### config.mk
export PLATFORM = sky130hd
export DESIGN_NAME = uart_tx_arbiter
export DESIGN_NICKNAME = d
export VERILOG_FILES = /design/src/rtl/uart_tx_arbiter.sv
export SDC_FILE = /design/constraint.sdc
export NUM_CORES = 1
export LEC_CHECK = 0
export ABC_CLOCK_PERIOD_IN_PS = 3300
export BUFFER_PORTS_ARGS = -buffer_cell sky130_fd_sc_hd__buf_2
export CORE_MARGIN = 8
export CORE_UTILIZATION = 47
export CTS_BUF_LIST = sky130_fd_sc_hd__clkbuf_8 sky130_fd_sc_hd__clkbuf_16
export DETAILED_ROUTE_END_ITERATION = 6
export MAX_ROUTING_LAYER = met4
export PLACE_DENSITY_LB_ADDON = 0.25
export SLEW_MARGIN = 40
export SYNTH_ARGS = -nofsm -noshare
export SYNTH_HDL_FRONTEND = slang
export SYNTH_SLANG_ARGS = --single-unit
### constraint.sdc
create_clock -name sys_clk -period 3.3 [get_ports sys_clk]
set_input_delay 0.33 -clock sys_clk [delete_from_list [all_inputs] [get_ports sys_clk]]
set_output_delay 0.33 -clock sys_clk [all_outputs]
set_load 0.02 [all_outputs]
### src/rtl/uart_tx_arbiter.sv
// uart_tx_arbiter: round-robin packet arbiter sharing one TX FIFO push port, with stall watchdog.
// Optional UART_ARB_PRIO_EN gives requester 0 priority at each arbitration.
module uart_tx_arbiter #(
  parameter int NUM_REQ    = 4,
  parameter int DATA_WIDTH = 8,
  parameter int TIMEOUT    = 64,
  parameter int ID_WIDTH   = 2
) (
  input  logic                          sys_clk,
  input  logic                          reset,
  input  logic [NUM_REQ-1:0]            req_valid,
  input  logic [NUM_REQ*DATA_WIDTH-1:0] req_data,
  input  logic [NUM_REQ-1:0]            req_last,
  output logic [NUM_REQ-1:0]            req_ready,
  output logic [DATA_WIDTH-1:0]         tx_data_o,
  output logic                          tx_wr_en_o,
  input  logic                          tx_full_i,
  output logic [NUM_REQ-1:0]            grant_o,
  output logic                          busy_o,
  output logic                          timeout_o,
  output logic [ID_WIDTH-1:0]           timeout_id_o
);
  localparam int CW = TIMEOUT > 2 ? $clog2(TIMEOUT) : 1;
  typedef enum logic {IDLE, GRANT} state_t;
  state_t state, state_n;
  logic [ID_WIDTH-1:0] gidx, gidx_n, last_grant, last_n, sel, idx, toid_n;
  logic [CW-1:0] cnt, cnt_n;
  logic to_n, found;
  assign busy_o  = state == GRANT;
  assign grant_o = busy_o ? NUM_REQ'(1) << gidx : '0;
  always_comb begin
    sel   = '0;
    found = 1'b0;
    idx   = '0;
    for (int i = 1; i <= NUM_REQ; i++) begin
      idx = ID_WIDTH'((int'(last_grant) + i) % NUM_REQ);
      if (!found && req_valid[idx]) begin
        sel   = idx;
        found = 1'b1;
      end
    end
`ifdef UART_ARB_PRIO_EN
    if (req_valid[0]) sel = '0;
`endif
  end
  // A transfer clears the watchdog before any expiry check, so it always wins.
  always_comb begin
    state_n    = state;
    gidx_n     = gidx;
    last_n     = last_grant;
    cnt_n      = cnt;
    to_n       = 1'b0;
    toid_n     = timeout_id_o;
    req_ready  = '0;
    tx_wr_en_o = 1'b0;
    tx_data_o  = '0;
    if (state == IDLE) begin
      if (|req_valid) begin
        state_n = GRANT;
        gidx_n  = sel;
        cnt_n   = '0;
      end
    end else begin
      req_ready[gidx] = ~tx_full_i;
      tx_wr_en_o      = req_valid[gidx] & ~tx_full_i;
      tx_data_o       = tx_wr_en_o ? req_data[gidx*DATA_WIDTH +: DATA_WIDTH] : '0;
      if (tx_wr_en_o) begin
        cnt_n = '0;
        if (req_last[gidx]) begin
          state_n = IDLE;
          last_n  = gidx;
        end
      end else if (TIMEOUT > 0 && !req_valid[gidx]) begin
        if (cnt == CW'(TIMEOUT - 1)) begin
          state_n = IDLE;
          last_n  = gidx;
          to_n    = 1'b1;
          toid_n  = gidx;
        end else begin
          cnt_n = cnt + 1'b1;
        end
      end
    end
  end
  always_ff @(posedge sys_clk) begin
    if (reset) begin
      state        <= IDLE;
      gidx         <= '0;
      last_grant   <= ID_WIDTH'(NUM_REQ - 1);
      cnt          <= '0;
      timeout_o    <= 1'b0;
      timeout_id_o <= '0;
    end else begin
      state        <= state_n;
      gidx         <= gidx_n;
      last_grant   <= last_n;
      cnt          <= cnt_n;
      timeout_o    <= to_n;
      timeout_id_o <= toid_n;
    end
  end
endmodule

==> results.md, run 1 <==
* DR vias/cell at 5.719
* Die Ht at 65.57 microns
* # nets final at 225
* R2R Setup Slk at 1.17 ns
* Antenna violation net count after detailed routing at 0
* P_leak at 0.0007430 uW
* TritonCTS clock tree: built
* Switching Fraction at 29.89%
* Cell area after synthesis at 1155 sq um
* Reg2Reg Depth at 4
* Max Slew Vio Count at 0
* Post-synth ARST share at 0%
* RSZ-0062 raised after global routing: no
* Clk_lat worst skew at 0.25 ns
* Sequential share of power at 36.3%
* #FFs+latches synth at 14
* Setup Viol. Count Final at 0
* Synth-to-layout area growth at 32.07%
* Status: complete, no violations
* Vias post-DR at 1201
* CTS root buffer: clkbuf_8
* Top-count cell post-synth: dfxtp_1
* Final Hold Viols at 0
* DR pass1 iterations at 4
* Overall routing resource usage at 17.45%
* H-tree Lvls at 1
* Core ar. at 2410 sq um
* Top_reg_cell synth: dfxtp_1
* WL/cell at 17.05 microns
* Synth top area share at 24.27%
* WP data required at 2.97 ns
* Overall power at 511.5 uW
* Port Buffers at 63
* Synth area leaders: dfxtp_1 (24%), mux4_1 (11%), mux4_2 (7.8%)
* Worst setup startpoint: gidx[1]$_SDFFE_PP0P_
* Worst R2R Start: gidx[1]$_SDFFE_PP0P_
* DP Cell Count at 206
* First-pass GRT wire length at 5809 microns
* Die width at 65.57 microns
* Final worst-path cycle share at 69.34%
* CP endpoint: tx_data_o[5]
* Number of global-route vias before repair at 1260
* CP max FO at 18
* Inserted Clock Buffers at 3
* CP arrival at 1.96 ns
* Hold Path Class: input pin to flop
* Post-DP Area at 1470 sq um
* Die ar. at 4299 sq um
* Switch Pwr at 152.9 uW
* Inserted Diodes at 0
* Logic gate share of total power at 30.3%
* Final Skew at 0.002964 ns
* Startpoint types: flop
* Most common library cells after synthesis: dfxtp_1 (14), nor2_1 (9), nor2b_1 (9), inv_1 (6), nor3_1 (6)
* Post-synthesis sequential area ratio at 24.27%
* Clock Path Buffers at 2
* Ys Warns at 0
* Drt total wl at 3581 microns
* Synth area leader: dfxtp_1
* Post_cts resized at 0
* Synth Instances at 120
* Relative slew slack at 55.83%
* P_int at 358.6 uW
* Fmax at 437.0 MHz
* GRT Residual Overflow at 0
* DRC Markers at 0
* Cell Rows at 18
* Antenna violations before repair at 0
* Final Non-Filler Cells at 210
* Clock-pin transition on the worst setup and hold timing paths at 0.06 ns
* Setup TNS at 0 ns
* Critical path class: flop to output port
* Number of flops mapped to enable cells by yosys at 0
* Largest net degree at the start of global routing at 19
* Period minus WS final at 2.288 ns
* Max IR drop VDD at 0.0003137 V
* GPL Wtd Cong at 0.8989
* Starting density of the core at 47.92%
* Critical path endpoint category: output port
* Final Cell Area at 1525 sq um
* Pwr Density at 335.4 nW/um^2
* R2R Path End: cnt[5]$_SDFFE_PP0P_
* Starting DRT DRC Count at 46
* Share of cells above drive strength 1 at 45.56%
* Clock group share of total power at 33.4%
* I/O Pins at 64
* Syn_nets at 164
* Worst-Margin Slew at 0.6626 ns
* Max_cap viols at 0
* Avg Inst Size Synth at 9.624 sq um
* Cts hold-fix bufs at 0
* Netlist cell types at 43
* Clk sinks at 14
* Post-CTS Setup Bufs at 0
* Post-DP HPWL at 2877 microns
==> metrics by stage <==
step	hold WS, ns	setup WS, ns	utilization (%)
floorplan	0.4472	1.565	-
global placement	0.4659	1.316	61.01
detailed placement	0.4743	1.207	61.01
CTS	0.4276	1.000	63.29
global route	0.4520	0.7786	63.29
finish	0.4371	1.012	63.29
==> cell type report <==
cell class / instances / area, sq um
tap: 30 / 37.54
fill: 214 / 884.6
inverter: 6 / 22.52
sequential: 14 / 280.3
multi-input combinational: 92 / 807.0
clock buffer: 4 / 55.05
timing repair buffer: 64 / 322.8
==> per-layer routing <==
| layer | vias up | wire (microns) | global-route usage (%) |
|---|---|---|---|
| li1 | 589 | - | - |
| met1 | 563 | 1384 | 17.51 |
| met2 | 42 | 1872 | 31.49 |
| met3 | 7 | 263 | 4.762 |
| met4 | 0 | 61 | 6.540 |
| met5 | - | 0 | - |
==> cells by family (layout without fill, tap and decap cells) <==
logic type	count (synthesis)	in the layout	synth area share, %
AND/OR/NAND/NOR	50	50	24.81
AO/OA/AOI/OAI	27	27	19.50
multiplexers	14	14	24.49
flip-flops	14	14	24.27
buffers and inverters	14	74	5.850
adder cells (fa/ha/maj)	1	1	1.083
==> state kept, by name, summed over array words and instances (netlist names) <==
name and count:
cnt 6, timeout_id_o 2, timeout_o 1, gidx 2, last_grant 2, busy_o 1
==> placed cells by master (no fill, tap or decap), types with 2 or more instances in the layout <==
master and count:
and3_1 3, nor3_1 6, clkbuf_8 4, dfxtp_1 14, o21ai_0 4, nor4_1 2
a211o_1 2, o22ai_1 2, mux2i_1 2, nand2_1 4, and3b_1 3, mux2_4 2
buf_2 63, nor2_1 9, nand2b_1 5, o221ai_1 2, inv_1 6, mux4_1 5
a221oi_1 2, a21oi_1 4, nor2b_1 9, mux4_2 4, nand3_1 4
==> critical path, cell delays in order (launching register included) <==
cell     delay, ns
dfxtp_1       0.71
nor3b_1       0.14
a22oi_2       0.57
nor2b_1       0.10
buf_2         0.18
==> worst min-delay path by stage <==
stage	start	to	slack (ns)	cells after the start
2_1_floorplan	cnt[1]$_SDFFE_PP0P_	cnt[1]$_SDFFE_PP0P_	0.45	2
3_3_place_gp	cnt[1]$_SDFFE_PP0P_	cnt[1]$_SDFFE_PP0P_	0.47	2
3_5_place_dp	timeout_id_o[0]$_SDFFE_PP0P_	timeout_id_o[0]$_SDFFE_PP0P_	0.47	2
4_1_cts	reset	cnt[4]$_SDFFE_PP0P_	0.43	2
5_1_grt	reset	cnt[4]$_SDFFE_PP0P_	0.45	2
6_report	reset	cnt[4]$_SDFFE_PP0P_	0.44	2
==> power groups by stage <==
stage | clock (uW) | sequential [uW] | combinational [uW]
final | 171 | 186 | 155
after global routing | 186 | 187 | 167
after CTS | 174 | 185 | 155
after detailed placement | 0 | 189 | 155
after global placement | 0 | 188 | 150
after floorplan | 0 | 184 | 109
(Power assumes the default switching activity.)
==> inputs of run 2 (changes only) <==
--- a/config.mk
+++ b/config.mk
@@ -5,10 +5,10 @@
 export SDC_FILE = /design/constraint.sdc
 export NUM_CORES = 1
 export LEC_CHECK = 0
-export ABC_CLOCK_PERIOD_IN_PS = 3300
+export ABC_CLOCK_PERIOD_IN_PS = 2000
 export BUFFER_PORTS_ARGS = -buffer_cell sky130_fd_sc_hd__buf_2
 export CORE_MARGIN = 8
-export CORE_UTILIZATION = 47
+export CORE_UTILIZATION = 40
 export CTS_BUF_LIST = sky130_fd_sc_hd__clkbuf_8 sky130_fd_sc_hd__clkbuf_16
 export DETAILED_ROUTE_END_ITERATION = 6
 export MAX_ROUTING_LAYER = met4
==> constraint.sdc (replaced) <==
create_clock -name sys_clk -period 2 [get_ports sys_clk]
set_input_delay 0.2 -clock sys_clk [delete_from_list [all_inputs] [get_ports sys_clk]]
set_output_delay 0.2 -clock sys_clk [all_outputs]
set_load 0.02 [all_outputs]
==> results.md, run 2 (same netlist as run 1, synthesis figures left out) <==
* DR pass1 iterations at 4 (unchanged)
* CP arrival at 1.69 ns (-0.27 ns)
* Critical path endpoint category: output port
* Inserted Diodes at 0 (unchanged)
* Top reg by flops: cnt
* R2R Path End: cnt[5]$_SDFFE_PP0P_
* Final Skew at 0.001228 ns (-0.001736 ns)
* Origin of the worst min-delay path: req_valid[2]
* Vias post-DR at 1230 (+2.4%)
* DRC Markers at 0 (unchanged)
* Post-Place Setup Slack at 0.2366 ns (-0.9709 ns)
* Hold Path Class: input pin to flop
* Max IR drop VDD at 0.0003821 V (+22%)
* Die ar. at 4862 sq um (+13%)
* Cell Rows at 19 (+1)
* Reg2Reg Depth at 5 (+1)
* Hold EP: gidx[0]$_SDFFE_PP0P_
* First-pass GRT wire length at 6016 microns (+3.6%)
* Clock-pin transition on the worst setup and hold timing paths at 0.06 ns (about the same)
* Synth-to-layout area growth at 37.16%
* Period minus WS final at 1.891 ns
* H-tree Lvls at 1 (unchanged)
* Clock Path Buffers at 2 (unchanged)
* Fmax at 528.8 MHz
* Overall routing resource usage at 14.78% (-2.7 points)
* # fillers at 278 (+30%)
* Relative slew slack at 70.61% (+15 points)
* RSZ-0062 raised after global routing: no
* Antenna violation net count after detailed routing at 0 (unchanged)
* Die width at 69.73 microns (+6.3%)
* Pwr Density at 539.4 nW/um^2 (+61%)
* Starting density of the core at 41.88% (-6.0 points)
* TritonCTS clock tree: built
* Max Slew Vio Count at 0 (unchanged)
* Largest net degree at the start of global routing at 16 (-3)
* GRT Residual Overflow at 0 (unchanged)
* Port Buffers at 63 (unchanged)
* Cts hold-fix bufs at 0 (unchanged)
* Setup ws final at 0.1089 ns (-0.9030 ns)
* Hold path cells at 4 (+2)
* Startpoint types: flop
* GPL Wtd Cong at 0.8258 (-8.1%)
* Clk_lat worst skew at 0.24 ns (about the same)
* Number of global-route vias before repair at 1247 (-1.0%)
* Setup Viol. Count Final at 0 (unchanged)
* Largest register FFs at 6 (unchanged)
* Final Hold Viols at 0 (unchanged)
* Core ar. at 2758 sq um (+14%)
* Antenna violations before repair at 0 (unchanged)
* CP max FO at 15 (-3)
* Final worst-path cycle share at 94.55%
* Drt total wl at 3553 microns (-0.78%)
* Max_cap viols at 0 (unchanged)
* R2R Setup Slk at 0.23 ns (-0.94 ns)
* Die Ht at 69.73 microns (+6.3%)
* Starting DRT DRC Count at 55 (+20%)
* # nets final at 231 (+2.7%)
* Worst-Margin Slew at 0.4408 ns (-0.2218 ns)
* Post-DP HPWL at 2900 microns (+0.81%)
* Inserted Clock Buffers at 3 (unchanged)
* Setup TNS at 0 ns (unchanged)
* Status: complete, no violations
* Critical path class: flop to output port
* Clk sinks at 14 (unchanged)
* I/O Pins at 64 (unchanged)
* WL/cell at 16.37 microns (-4.0%)
* Commonest cells after routing, fill and taps aside: buf_2 (63), dfxtp_1 (14), nor2b_1 (9), nor2_1 (9)
* CTS root buffer: clkbuf_8
* Share of cells above drive strength 1 at 47.31% (+1.8 points)
* WP data required at 1.80 ns (-1.17 ns)
* P_leak at 0.0007747 uW (+4.3%)
* DR vias/cell at 5.668 (-0.89%)
* Commonest non-fill, non-tap cell in the layout: buf_2
* Worst R2R Start: cnt[0]$_SDFFE_PP0P_
==> run 2: critical path: stages, from the launching register on <==
cell	delay [ns]
dfxtp_1	0.43
buf_12	0.19
mux4_1	0.54
nor2b_1	0.14
buf_2	0.15
==> run 2: power by group <==
group | switching, uW | internal, uW | total, uW | leakage (uW)
combinational | 133 | 143 | 276 | 0.000632
sequential | 14.5 | 289 | 304 | 0.000114
clock | 100 | 174 | 275 | 0.0000288
total | 248 | 607 | 854 | 0.000775
==> run 2: layout make-up <==
class / count / area (sq um) / share of cell area (%)
flip-flops and latches: 14 / 280.3 / 17.69
repair buffers: 70 / 380.4 / 24.01
multi-input cells: 92 / 807.0 / 50.95
well taps: 31 / 38.79 / 2.449
clock buffers: 4 / 55.05 / 3.476
inverters: 6 / 22.52 / 1.422
==> run 2: per-stage QoR <==
| step | instance area (sq um) | hold slack [ns] | util (%) | std cells | total power [uW] |
|---|---|---|---|---|---|
| 5_1_grt | 1584 | 0.3222 | 57.44 | 217 | 902.4 |
| 3_5_place_dp | 1521 | 0.4718 | 55.17 | 212 | 585.3 |
| 4_1_cts | 1577 | 0.3147 | 57.17 | 216 | 861.4 |
| 3_3_place_gp | 1521 | 0.4607 | 55.17 | 212 | 578.2 |
| 2_1_floorplan | 1155 | 0.3478 | - | 120 | 484.0 |
| 6_report | 1584 | 0.3206 | 57.44 | 217 | 854.4 |
==> run 2: timing repair <==
| action | 4_1_cts | 5_1_grt |
|---|---|---|
| resized for setup | 0 | 0 |
| setup endpoints to repair | 0 | 1 |
| setup buffers | 0 | 1 |
==> run 2: how the worst max path moves through the flow <==
| stage | from | end | depth (start not counted) |
|---|---|---|---|
| CTS | gidx[0]$_SDFFE_PP0P_ | tx_data_o[6] | 5 |
| floorplan | cnt[0]$_SDFFE_PP0P_ | cnt[5]$_SDFFE_PP0P_ | 6 |
| finish | gidx[0]$_SDFFE_PP0P_ | tx_data_o[3] | 4 |
| global placement | gidx[0]$_SDFFE_PP0P_ | last_grant[1]$_SDFFE_PP1P_ | 5 |
| global route | gidx[0]$_SDFFE_PP0P_ | tx_data_o[7] | 4 |
| detailed placement | cnt[0]$_SDFFE_PP0P_ | cnt[5]$_SDFFE_PP0P_ | 5 |
==> run 2: metal layers <==
layer  part of all wire [%]  global-route usage (%)  wire, microns
met1                     42                   16.35           1496
met2                     48                   24.49           1707
met3                    8.8                   5.436            313
met4                    1.0                   4.018             36
met5                      0                       -              0
